File: src/rtl/dpram_req_sched_if.sv
// Request/response channel between a requester and the dual-port RAM scheduler.
// One instance per RAM port (A, B).
interface dpram_req_sched_if #(
    parameter int AW = 8,
    parameter int DW = 8
);
    logic          req_valid;
    logic          req_ready;
    logic          req_we;
    logic [AW-1:0] req_addr;
    logic [DW-1:0] req_wdata;
    logic          rsp_valid;
    logic [DW-1:0] rsp_data;
    logic          rsp_err;

    modport master (
        output req_valid, req_we, req_addr, req_wdata,
        input  req_ready, rsp_valid, rsp_data, rsp_err
    );

    modport slave (
        input  req_valid, req_we, req_addr, req_wdata,
        output req_ready, rsp_valid, rsp_data, rsp_err
    );
endinterface

File: src/rtl/dpram_req_sched.sv
// Two-channel request scheduler for a true dual-port RAM: serialises
// same-address collisions, range-checks addresses, fixed-latency responses.
module dpram_req_sched #(
    parameter int DEPTH = 20,
    parameter int AW    = 8,
    parameter int DW    = 8
) (
    input  logic                    clk,
    input  logic                    rst,
    dpram_req_sched_if.slave        a_if,
    dpram_req_sched_if.slave        b_if,
    output logic                    ram_we_a,
    output logic                    ram_we_b,
    output logic [AW-1:0]           ram_add_a,
    output logic [AW-1:0]           ram_add_b,
    output logic [DW-1:0]           ram_data_a,
    output logic [DW-1:0]           ram_data_b,
    input  logic [DW-1:0]           ram_read_a,
    input  logic [DW-1:0]           ram_read_b,
    output logic [15:0]             conflict_cnt
);
    localparam logic [1:0] S_INIT = 2'd0;
    localparam logic [1:0] S_RUN  = 2'd1;
    localparam logic [1:0] S_HOLD = 2'd2;
    localparam logic [AW-1:0] LAST = AW'(DEPTH - 1);

    typedef struct packed {
        logic v;
        logic we;
        logic err;
    } tag_t;

    typedef struct packed {
        logic          we;
        logic [AW-1:0] addr;
        logic [DW-1:0] data;
    } req_t;

    logic [1:0]  state_q, state_d;
    tag_t        a1_q, a1_d, b1_q, b1_d, a2_q, b2_q;
    req_t        ra_q, ra_d, rb_q, rb_d, hold_q, hold_d;
    logic [15:0] cnt_q, cnt_d;
    logic        run, a_acc, b_acc, a_oor, b_oor, collide;
    req_t        a_req, b_req;

    assign run   = (state_q == S_RUN);
    assign a_acc = run && a_if.req_valid;
    assign b_acc = run && b_if.req_valid;
    assign a_oor = (a_if.req_addr > LAST);
    assign b_oor = (b_if.req_addr > LAST);
    assign collide = a_acc && b_acc && !a_oor
                  && (a_if.req_addr == b_if.req_addr);

    // Read requests drive zero on the RAM data pins.
    assign a_req = '{we: a_if.req_we, addr: a_if.req_addr,
                     data: a_if.req_we ? a_if.req_wdata : {DW{1'b0}}};
    assign b_req = '{we: b_if.req_we, addr: b_if.req_addr,
                     data: b_if.req_we ? b_if.req_wdata : {DW{1'b0}}};

    always_comb begin
        state_d = state_q;
        a1_d    = '0;
        b1_d    = '0;
        ra_d    = '0;
        rb_d    = '0;
        hold_d  = hold_q;
        cnt_d   = cnt_q;
        unique case (state_q)
            S_INIT:  state_d = S_RUN;
            S_RUN:   if (collide) state_d = S_HOLD;
            S_HOLD:  state_d = S_RUN;
            default: state_d = S_INIT;
        endcase
        if (a_acc) begin
            a1_d = '{v: 1'b1, we: a_if.req_we, err: a_oor};
            if (!a_oor) ra_d = a_req;
        end
        if (state_q == S_HOLD) begin
            b1_d = '{v: 1'b1, we: hold_q.we, err: 1'b0};
            rb_d = hold_q;
        end else if (collide) begin
            hold_d = b_req;
            if (cnt_q != 16'hFFFF) cnt_d = cnt_q + 16'd1;
        end else if (b_acc) begin
            b1_d = '{v: 1'b1, we: b_if.req_we, err: b_oor};
            if (!b_oor) rb_d = b_req;
        end
    end

    always_ff @(posedge clk) begin
        if (rst) begin
            state_q <= S_INIT;
            a1_q    <= '0;
            b1_q    <= '0;
            a2_q    <= '0;
            b2_q    <= '0;
            ra_q    <= '0;
            rb_q    <= '0;
            hold_q  <= '0;
            cnt_q   <= '0;
        end else begin
            state_q <= state_d;
            a1_q    <= a1_d;
            b1_q    <= b1_d;
            a2_q    <= a1_q;
            b2_q    <= b1_q;
            ra_q    <= ra_d;
            rb_q    <= rb_d;
            hold_q  <= hold_d;
            cnt_q   <= cnt_d;
        end
    end

    assign ram_we_a   = ra_q.we;
    assign ram_add_a  = ra_q.addr;
    assign ram_data_a = ra_q.data;
    assign ram_we_b   = rb_q.we;
    assign ram_add_b  = rb_q.addr;
    assign ram_data_b = rb_q.data;
    assign conflict_cnt = cnt_q;

    assign a_if.req_ready = run;
    assign b_if.req_ready = run;

    // RAM read register is live in the response cycle, so data passes through.
    assign a_if.rsp_valid = a2_q.v;
    assign a_if.rsp_err   = a2_q.err;
    assign a_if.rsp_data  = (a2_q.v && !a2_q.we && !a2_q.err)
                          ? ram_read_a : {DW{1'b0}};
    assign b_if.rsp_valid = b2_q.v;
    assign b_if.rsp_err   = b2_q.err;
    assign b_if.rsp_data  = (b2_q.v && !b2_q.we && !b2_q.err)
                          ? ram_read_b : {DW{1'b0}};
endmodule

File: src/flat_wrapper.sv
// flat-port wrapper written by rule: the top's interface ports become plain ports
module dpram_req_sched_flat 
#(
    parameter int DEPTH = 20,
    parameter int AW    = 8,
    parameter int DW    = 8
)
  (clk, rst, ram_we_a, ram_we_b, ram_add_a, ram_add_b, ram_data_a, ram_data_b, ram_read_a, ram_read_b, conflict_cnt, a_if_req_valid, a_if_req_we, a_if_req_addr, a_if_req_wdata, a_if_req_ready, a_if_rsp_valid, a_if_rsp_data, a_if_rsp_err, b_if_req_valid, b_if_req_we, b_if_req_addr, b_if_req_wdata, b_if_req_ready, b_if_rsp_valid, b_if_rsp_data, b_if_rsp_err);
  dpram_req_sched_if #(.AW(AW), .DW(DW)) a_if_i ();
  dpram_req_sched_if #(.AW(AW), .DW(DW)) b_if_i ();
  input  logic clk;
  input  logic rst;
  output logic ram_we_a;
  output logic ram_we_b;
  output logic [AW-1:0] ram_add_a;
  output logic [AW-1:0] ram_add_b;
  output logic [DW-1:0] ram_data_a;
  output logic [DW-1:0] ram_data_b;
  input  logic [DW-1:0] ram_read_a;
  input  logic [DW-1:0] ram_read_b;
  output logic [15:0] conflict_cnt;
  input wire logic [$bits(a_if_i.req_valid)-1:0] a_if_req_valid;
  input wire logic [$bits(a_if_i.req_we)-1:0] a_if_req_we;
  input wire logic [$bits(a_if_i.req_addr)-1:0] a_if_req_addr;
  input wire logic [$bits(a_if_i.req_wdata)-1:0] a_if_req_wdata;
  output wire logic [$bits(a_if_i.req_ready)-1:0] a_if_req_ready;
  output wire logic [$bits(a_if_i.rsp_valid)-1:0] a_if_rsp_valid;
  output wire logic [$bits(a_if_i.rsp_data)-1:0] a_if_rsp_data;
  output wire logic [$bits(a_if_i.rsp_err)-1:0] a_if_rsp_err;
  input wire logic [$bits(b_if_i.req_valid)-1:0] b_if_req_valid;
  input wire logic [$bits(b_if_i.req_we)-1:0] b_if_req_we;
  input wire logic [$bits(b_if_i.req_addr)-1:0] b_if_req_addr;
  input wire logic [$bits(b_if_i.req_wdata)-1:0] b_if_req_wdata;
  output wire logic [$bits(b_if_i.req_ready)-1:0] b_if_req_ready;
  output wire logic [$bits(b_if_i.rsp_valid)-1:0] b_if_rsp_valid;
  output wire logic [$bits(b_if_i.rsp_data)-1:0] b_if_rsp_data;
  output wire logic [$bits(b_if_i.rsp_err)-1:0] b_if_rsp_err;
  assign a_if_i.req_valid = a_if_req_valid;
  assign a_if_i.req_we = a_if_req_we;
  assign a_if_i.req_addr = a_if_req_addr;
  assign a_if_i.req_wdata = a_if_req_wdata;
  assign a_if_req_ready = a_if_i.req_ready;
  assign a_if_rsp_valid = a_if_i.rsp_valid;
  assign a_if_rsp_data = a_if_i.rsp_data;
  assign a_if_rsp_err = a_if_i.rsp_err;
  assign b_if_i.req_valid = b_if_req_valid;
  assign b_if_i.req_we = b_if_req_we;
  assign b_if_i.req_addr = b_if_req_addr;
  assign b_if_i.req_wdata = b_if_req_wdata;
  assign b_if_req_ready = b_if_i.req_ready;
  assign b_if_rsp_valid = b_if_i.rsp_valid;
  assign b_if_rsp_data = b_if_i.rsp_data;
  assign b_if_rsp_err = b_if_i.rsp_err;
  dpram_req_sched #(.DEPTH(DEPTH), .AW(AW), .DW(DW)) u_core (.clk(clk), .rst(rst), .a_if(a_if_i), .b_if(b_if_i), .ram_we_a(ram_we_a), .ram_we_b(ram_we_b), .ram_add_a(ram_add_a), .ram_add_b(ram_add_b), .ram_data_a(ram_data_a), .ram_data_b(ram_data_b), .ram_read_a(ram_read_a), .ram_read_b(ram_read_b), .conflict_cnt(conflict_cnt));
endmodule
File: config.mk
export PLATFORM = sky130hd
export DESIGN_NAME = dpram_req_sched_flat
export DESIGN_NICKNAME = d
export VERILOG_FILES = /design/src/rtl/dpram_req_sched_if.sv /design/src/rtl/dpram_req_sched.sv /design/src/flat_wrapper.sv
export SDC_FILE = /design/constraint.sdc
export NUM_CORES = 1
export LEC_CHECK = 0
export ABC_AREA = 1
export CORE_ASPECT_RATIO = 2
export CORE_MARGIN = 1
export CORE_UTILIZATION = 49
export CTS_BUF_LIST = sky130_fd_sc_hd__clkbuf_16
export DETAILED_ROUTE_END_ITERATION = 16
export HOLD_SLACK_MARGIN = 0.05
export PLACE_DENSITY = 0.88
export SLEW_MARGIN = 20
export SYNTH_ARGS = -nofsm -noshare
export SYNTH_HDL_FRONTEND = slang
export SYNTH_SLANG_ARGS = --single-unit
File: constraint.sdc
create_clock -name clk -period 4.5 [get_ports clk]
set_clock_uncertainty 0.15 [all_clocks]
set_input_delay 0.9 -clock clk [delete_from_list [all_inputs] [get_ports clk]]
set_output_delay 0.9 -clock clk [all_outputs]
set_load 0.05 [all_outputs]
# Yosys cells after proc, flatten, opt, wreduce, memory -nomap -nowiden
# Index checks and enable logic that the tools add are counted.
[totals]
register_bits = 81
elab_cells = 70
[classes]
bitwise = 4
muxes = 13
order_cmp = 2
add_sub_neg = 1
n_eq_ne = 5
n_reduce_logical = 22
[op_table]
columns = ["op", "count"]
rows = [
  ["17-bit two-way mux", 4],
  ["8-bit two-way mux", 3],
  ["16-bit by 1-bit adder with 16-bit output (second input constant)", 1],
  ["8-bit by 5-bit greater-than comparator with 1-bit output (second input constant)", 2],
  ["16-bit inequality test (second input constant)", 1],
  ["3-bit two-way mux", 4],
  ["1-bit logical AND", 9],
  ["8-bit equality test", 1],
  ["4-bit OR reduction", 2],
  ["1-bit zero test", 5],
  ["1-bit inverter", 4],
  ["2-bit one-hot mux with 2 select lines", 1],
  ["2-bit OR reduction", 2],
  ["3-bit AND reduction", 1],
  ["3-bit OR reduction", 1],
  ["2-bit by 1-bit equality test with 1-bit output (second input constant)", 1],
  ["2-bit equality test (second input constant)", 1],
  ["2-bit zero test", 1],
  ["2-bit two-way mux", 1],
  ["2-bit inequality test (second input constant)", 1],
  ["2-bit AND reduction", 1],
]

# Logic depth before layout (Yosys ltp)
[depth]
word_depth = 7
depth_mapped = 11
depth_no_buf = 11

# Worst setup path after synthesis
# OpenSTA, ideal clock, no wires.
[synth_timing]
path_type = "register -> output"
from = "reg u_core.a2_q, in the netlist u_core.a_if.rsp_valid"
to = "out a_if_rsp_data[0]"
slack_ns = 1.532
stages_incl_launch_ff = 4
required_time_ns = 3.450
arrival_ns = 1.918
cell_sequence = "dfxtp_1 or3b_2 clkbuf_1 nor2_1"
[synth_via]
elab_chain_cells = 3
[synth_lines]
columns = ["element", "line_no", "source"]
rows = [
  ["from (decl)", "dpram_req_sched.sv:40", "tag_t a1_q, a1_d, b1_q, b1_d, a2_q, b2_q;"],
  ["from (signal assigned)", "dpram_req_sched.sv:105", "a2_q <= a1_q;"],
  ["1-bit logical AND (2 in a row)", "dpram_req_sched.sv:128", "assign a_if.rsp_data = (a2_q.v && !a2_q.we && !a2_q.err)"],
  ["8-bit two-way mux", "dpram_req_sched.sv:129", "? ram_read_a : {DW{1'b0}};"],
  ["to (decl)", "flat_wrapper.sv:28", "output wire logic [$bits(a_if_i.rsp_data)-1:0] a_if_rsp_data;"],
]
# No other way between the ends.

# Worst setup path after layout
[layout_timing]
from = "in ram_read_a[3]"
to = "out a_if_rsp_data[3]"
[layout_via]
elab_chain_cells = 1
[layout_lines]
columns = ["element", "line_no", "source"]
rows = [
  ["from (decl)", "flat_wrapper.sv:19", "input logic [DW-1:0] ram_read_a;"],
  ["8-bit two-way mux", "dpram_req_sched.sv:129", ""],
]
# No other way between the ends.

==> reports/metrics.yaml <==
clocking:
  postCtsHoldBufs: 0
  cts.sinks: 81
  cts_tree: "built"
  clock-root-buffer: "clkbuf_16"
  max-clock-path-buffers: 2
  clkTransAtPathRegs_ps: 60
  post_cts_resized: 0
  clock_latency_ps: 340
  cts_buffers: 9
  post_cts_buffers: 0
  h-tree-depth: 3
floorplan:
  start_util_pct: 50.5
  io_pins: 126
  die_w_um: 63.2
  core_um2: 7270
  rows: 44
  die_h_um: 124
  die_area_um2: 7850
power_and_ir_drop:
  internal_power_mw: 1.21
  switching_share_pct: 23.3
  pwr_density_cell_nw_per_um2: 302
  peakVddDrop_mv: 0.261
  leakage_nw: 2.18
  p_comb_share_pct: 9.8
  switchingPower_mw: 0.368
  seq_power_share_pct: 45.8
  p_clk_share_pct: 44.3
  totalPowerFinal_mw: 1.58
worst_hold_path:
  worstHoldPathCells: 2
  holdPathEnd: "u_core.a2_q[1]$_SDFF_PP0_"
  hold_class: "reg -> reg"
  hp-start: "u_core.a1_q[1]$_SDFF_PP0_"
critical_path:
  end_kind: "output pin"
  r2r-start: "u_core.state_q[1]$_SDFFE_PP0P_"
  critPathMaxFanout: 1
  required_ps: 3450
  r2r_end: "u_core.ram_data_b[6]$_SDFF_PP0_"
  crit_path_start_kind: "input pin"
  reg2reg_depth: 6
  r2r_slack_ps: 2430
  worstSetupPathType: "in -> out"
  cp.arrival_ps: 2370
routing:
  dr_total_vias: 3631
  dr.pass1.iters: 4
  wl_per_cell_um: 13.1
  routed_wl_um: 9680
  viasPerCell: 4.91
  ant_nets: 0
  drt_drc_violations_left: 0
  drt_iter0_markers: 151
timing:
  setup_tns_ps: 0
  hold_ws_ps: 249
  slew_violations: 0
  slew_headroom_pct: 39.9
  fmax_ghz: 0.292
  fin_crit_ps: 3420
  hold_viol_final: 0
  setup_viol: 0
  tightest_slew_ps: 902
  rsz0062_at_grt: "false"
  fin_crit_sh_pct: 76.0
final_layout:
  fin_nets: 698
  fill_cells: 592
  syn2layout_area_growth_pct: 42.9
  final_cells: 739
  drive_gt1_share_pct: 9.89
  diodes: 0
grt:
  grtUsageTotal_pct: 26.2
  gr-total-overflow: 0
  antenna_found_initial: 0
  first_global_vias: 3706
  grt_max_degree: 43
  grt_pass1_wl_um: 16200
synthesis:
  syn_area_per_cell_um2: 7.07
  syn_inst: 519
  synth_seq_cells: 81
  yosysUniqueCellTypes: 29
  ys_seq_area_share_pct: 44.2
  synth_area_um2: 3670
  synth_warnings: 0
placement:
  dp_cells: 724
  hpwl_um: 7310
  io_buffers: 125
  gp_congestion: 0.887
run_status:
  outcome: "complete, no violations"
job:
  maxCapViolCount: 0
[Yosys cell counts]
library cell / count / area (um2)
nand4_1: 8 / 50.1
buf_6: 1 / 11.3
inv_1: 66 / 248
nand2_1: 154 / 578
ha_1: 1 / 12.5
xor2_1: 6 / 52.6
inv_2: 13 / 48.8
a21oi_2: 10 / 87.6
nand2_2: 11 / 68.8
xnor2_1: 7 / 61.3
buf_12: 1 / 20.0
nor2_1: 71 / 267
buf_4: 1 / 7.51
a21oi_1: 24 / 120
conb_1: 1 / 3.75
clkbuf_1: 8 / 30.0
dfxtp_1: 81 / 1620
clkinv_2: 1 / 5.00
nand3_2: 1 / 10.0
o21ai_0: 16 / 80.1
nor2_4: 5 / 56.3
nor3_1: 7 / 35.0
nand3_1: 12 / 60.1
buf_2: 3 / 15.0
nor2_8: 1 / 20.0
nand3_4: 3 / 52.6
nor2_2: 2 / 12.5
or3b_2: 2 / 17.5
nand3b_1: 2 / 15.0
[worst max-delay path by stage]
stage,endpoint,from
3_3_place_gp,b_if_rsp_data[7],ram_read_b[7]
4_1_cts,a_if_rsp_data[1],ram_read_a[1]
3_5_place_dp,a_if_rsp_data[1],ram_read_a[1]
2_1_floorplan,a_if_rsp_data[0],u_core.a_if.rsp_valid$_SDFF_PP0_
5_1_grt,a_if_rsp_data[1],ram_read_a[1]
6_report,a_if_rsp_data[3],ram_read_a[3]
[layout by cell type (no fill, tap or decap), drive strengths merged]
master	count
xnor2	7
nand4	8
buf	1
nor3	7
dfxtp	81
a21oi	34
o21ai	16
clkbuf	9
ha	1
clkinvlp	3
clkinv	2
nand3b	2
nand3	16
nor2	79
nand2	165
bufinv	1
conb	3
or3b	2
xor2	6
clkdlybuf4s50	124
inv	80
[stage by stage]
stage | worst slack, ps | util, % | instance area, um2
after floorplan | 1530 | - | 3670
after global placement | 1130 | 68.1 | 4950
after detailed placement | 1090 | 68.1 | 4950
after CTS | 1080 | 72.1 | 5240
after global routing | 1040 | 72.1 | 5240
final | 1080 | 72.1 | 5240
[flip-flops by register name (all words and copies together), names as in the netlist]
| register | cells |
|---|---|
| u_core.a1_q | 3 |
| u_core.a2_q | 1 |
| u_core.a_if.rsp_err | 1 |
| u_core.a_if.rsp_valid | 1 |
| u_core.b1_q | 3 |
| u_core.b2_q | 1 |
| u_core.b_if.rsp_err | 1 |
| u_core.b_if.rsp_valid | 1 |
| u_core.conflict_cnt | 16 |
| u_core.hold_q | 17 |
| u_core.ram_add_a | 8 |
| u_core.ram_add_b | 8 |
| u_core.ram_data_a | 8 |
| u_core.ram_data_b | 8 |
| u_core.ram_we_a | 1 |
| u_core.ram_we_b | 1 |
| u_core.state_q | 2 |
[per-layer routing]
metal / global-route usage (%) / up-vias / part of all wire, %
li1: - / 1819 / -
met1: 24.1 / 1646 / 35
met2: 48.9 / 120 / 56
met3: 5.77 / 46 / 3.5
met4: 17.9 / 0 / 5.9
met5: 0 / - / 0
[power groups by stage]
stage	Sequential (mW)	Clock [mW]	Combinational (mW)
after floorplan	0.751	0	0.0665
after global placement	0.740	0	0.150
after detailed placement	0.741	0	0.153
after CTS	0.725	0.713	0.155
after global routing	0.725	0.746	0.168
final	0.725	0.701	0.156
[cells by family (layout without fill, tap and decap cells)]
| family | count (synthesis) | after routing | share of synthesized area (%) |
|---|---|---|---|
| AND/OR/NAND/NOR | 279 | 279 | 33.9 |
| adder cells (fa/ha/maj) | 1 | 1 | 0.341 |
| AO/OA/AOI/OAI | 50 | 50 | 7.85 |
| other | 1 | 3 | 0.102 |
| flip-flops | 81 | 81 | 44.2 |
| buffers and inverters | 94 | 220 | 10.5 |
| XOR/XNOR | 13 | 13 | 3.10 |
[cell type report]
type / count / area [um2] / area share, %
clock buffers: 9 / 225 / 4.30
clock inverters: 6 / 61.3 / 1.17
inverters: 80 / 302 / 5.76
multi-input cells: 346 / 1670 / 31.8
flip-flops and latches: 81 / 1620 / 31.0
well taps: 92 / 115 / 2.20
repair buffers: 125 / 1250 / 23.8
[critical path, stage by stage]
cell and delay (ps):
clkdlybuf4s50_1 480, inv_1 50, nor2_1 120, clkdlybuf4s50_1 830
No activity file was read; power rests on OpenSTA's default activity.
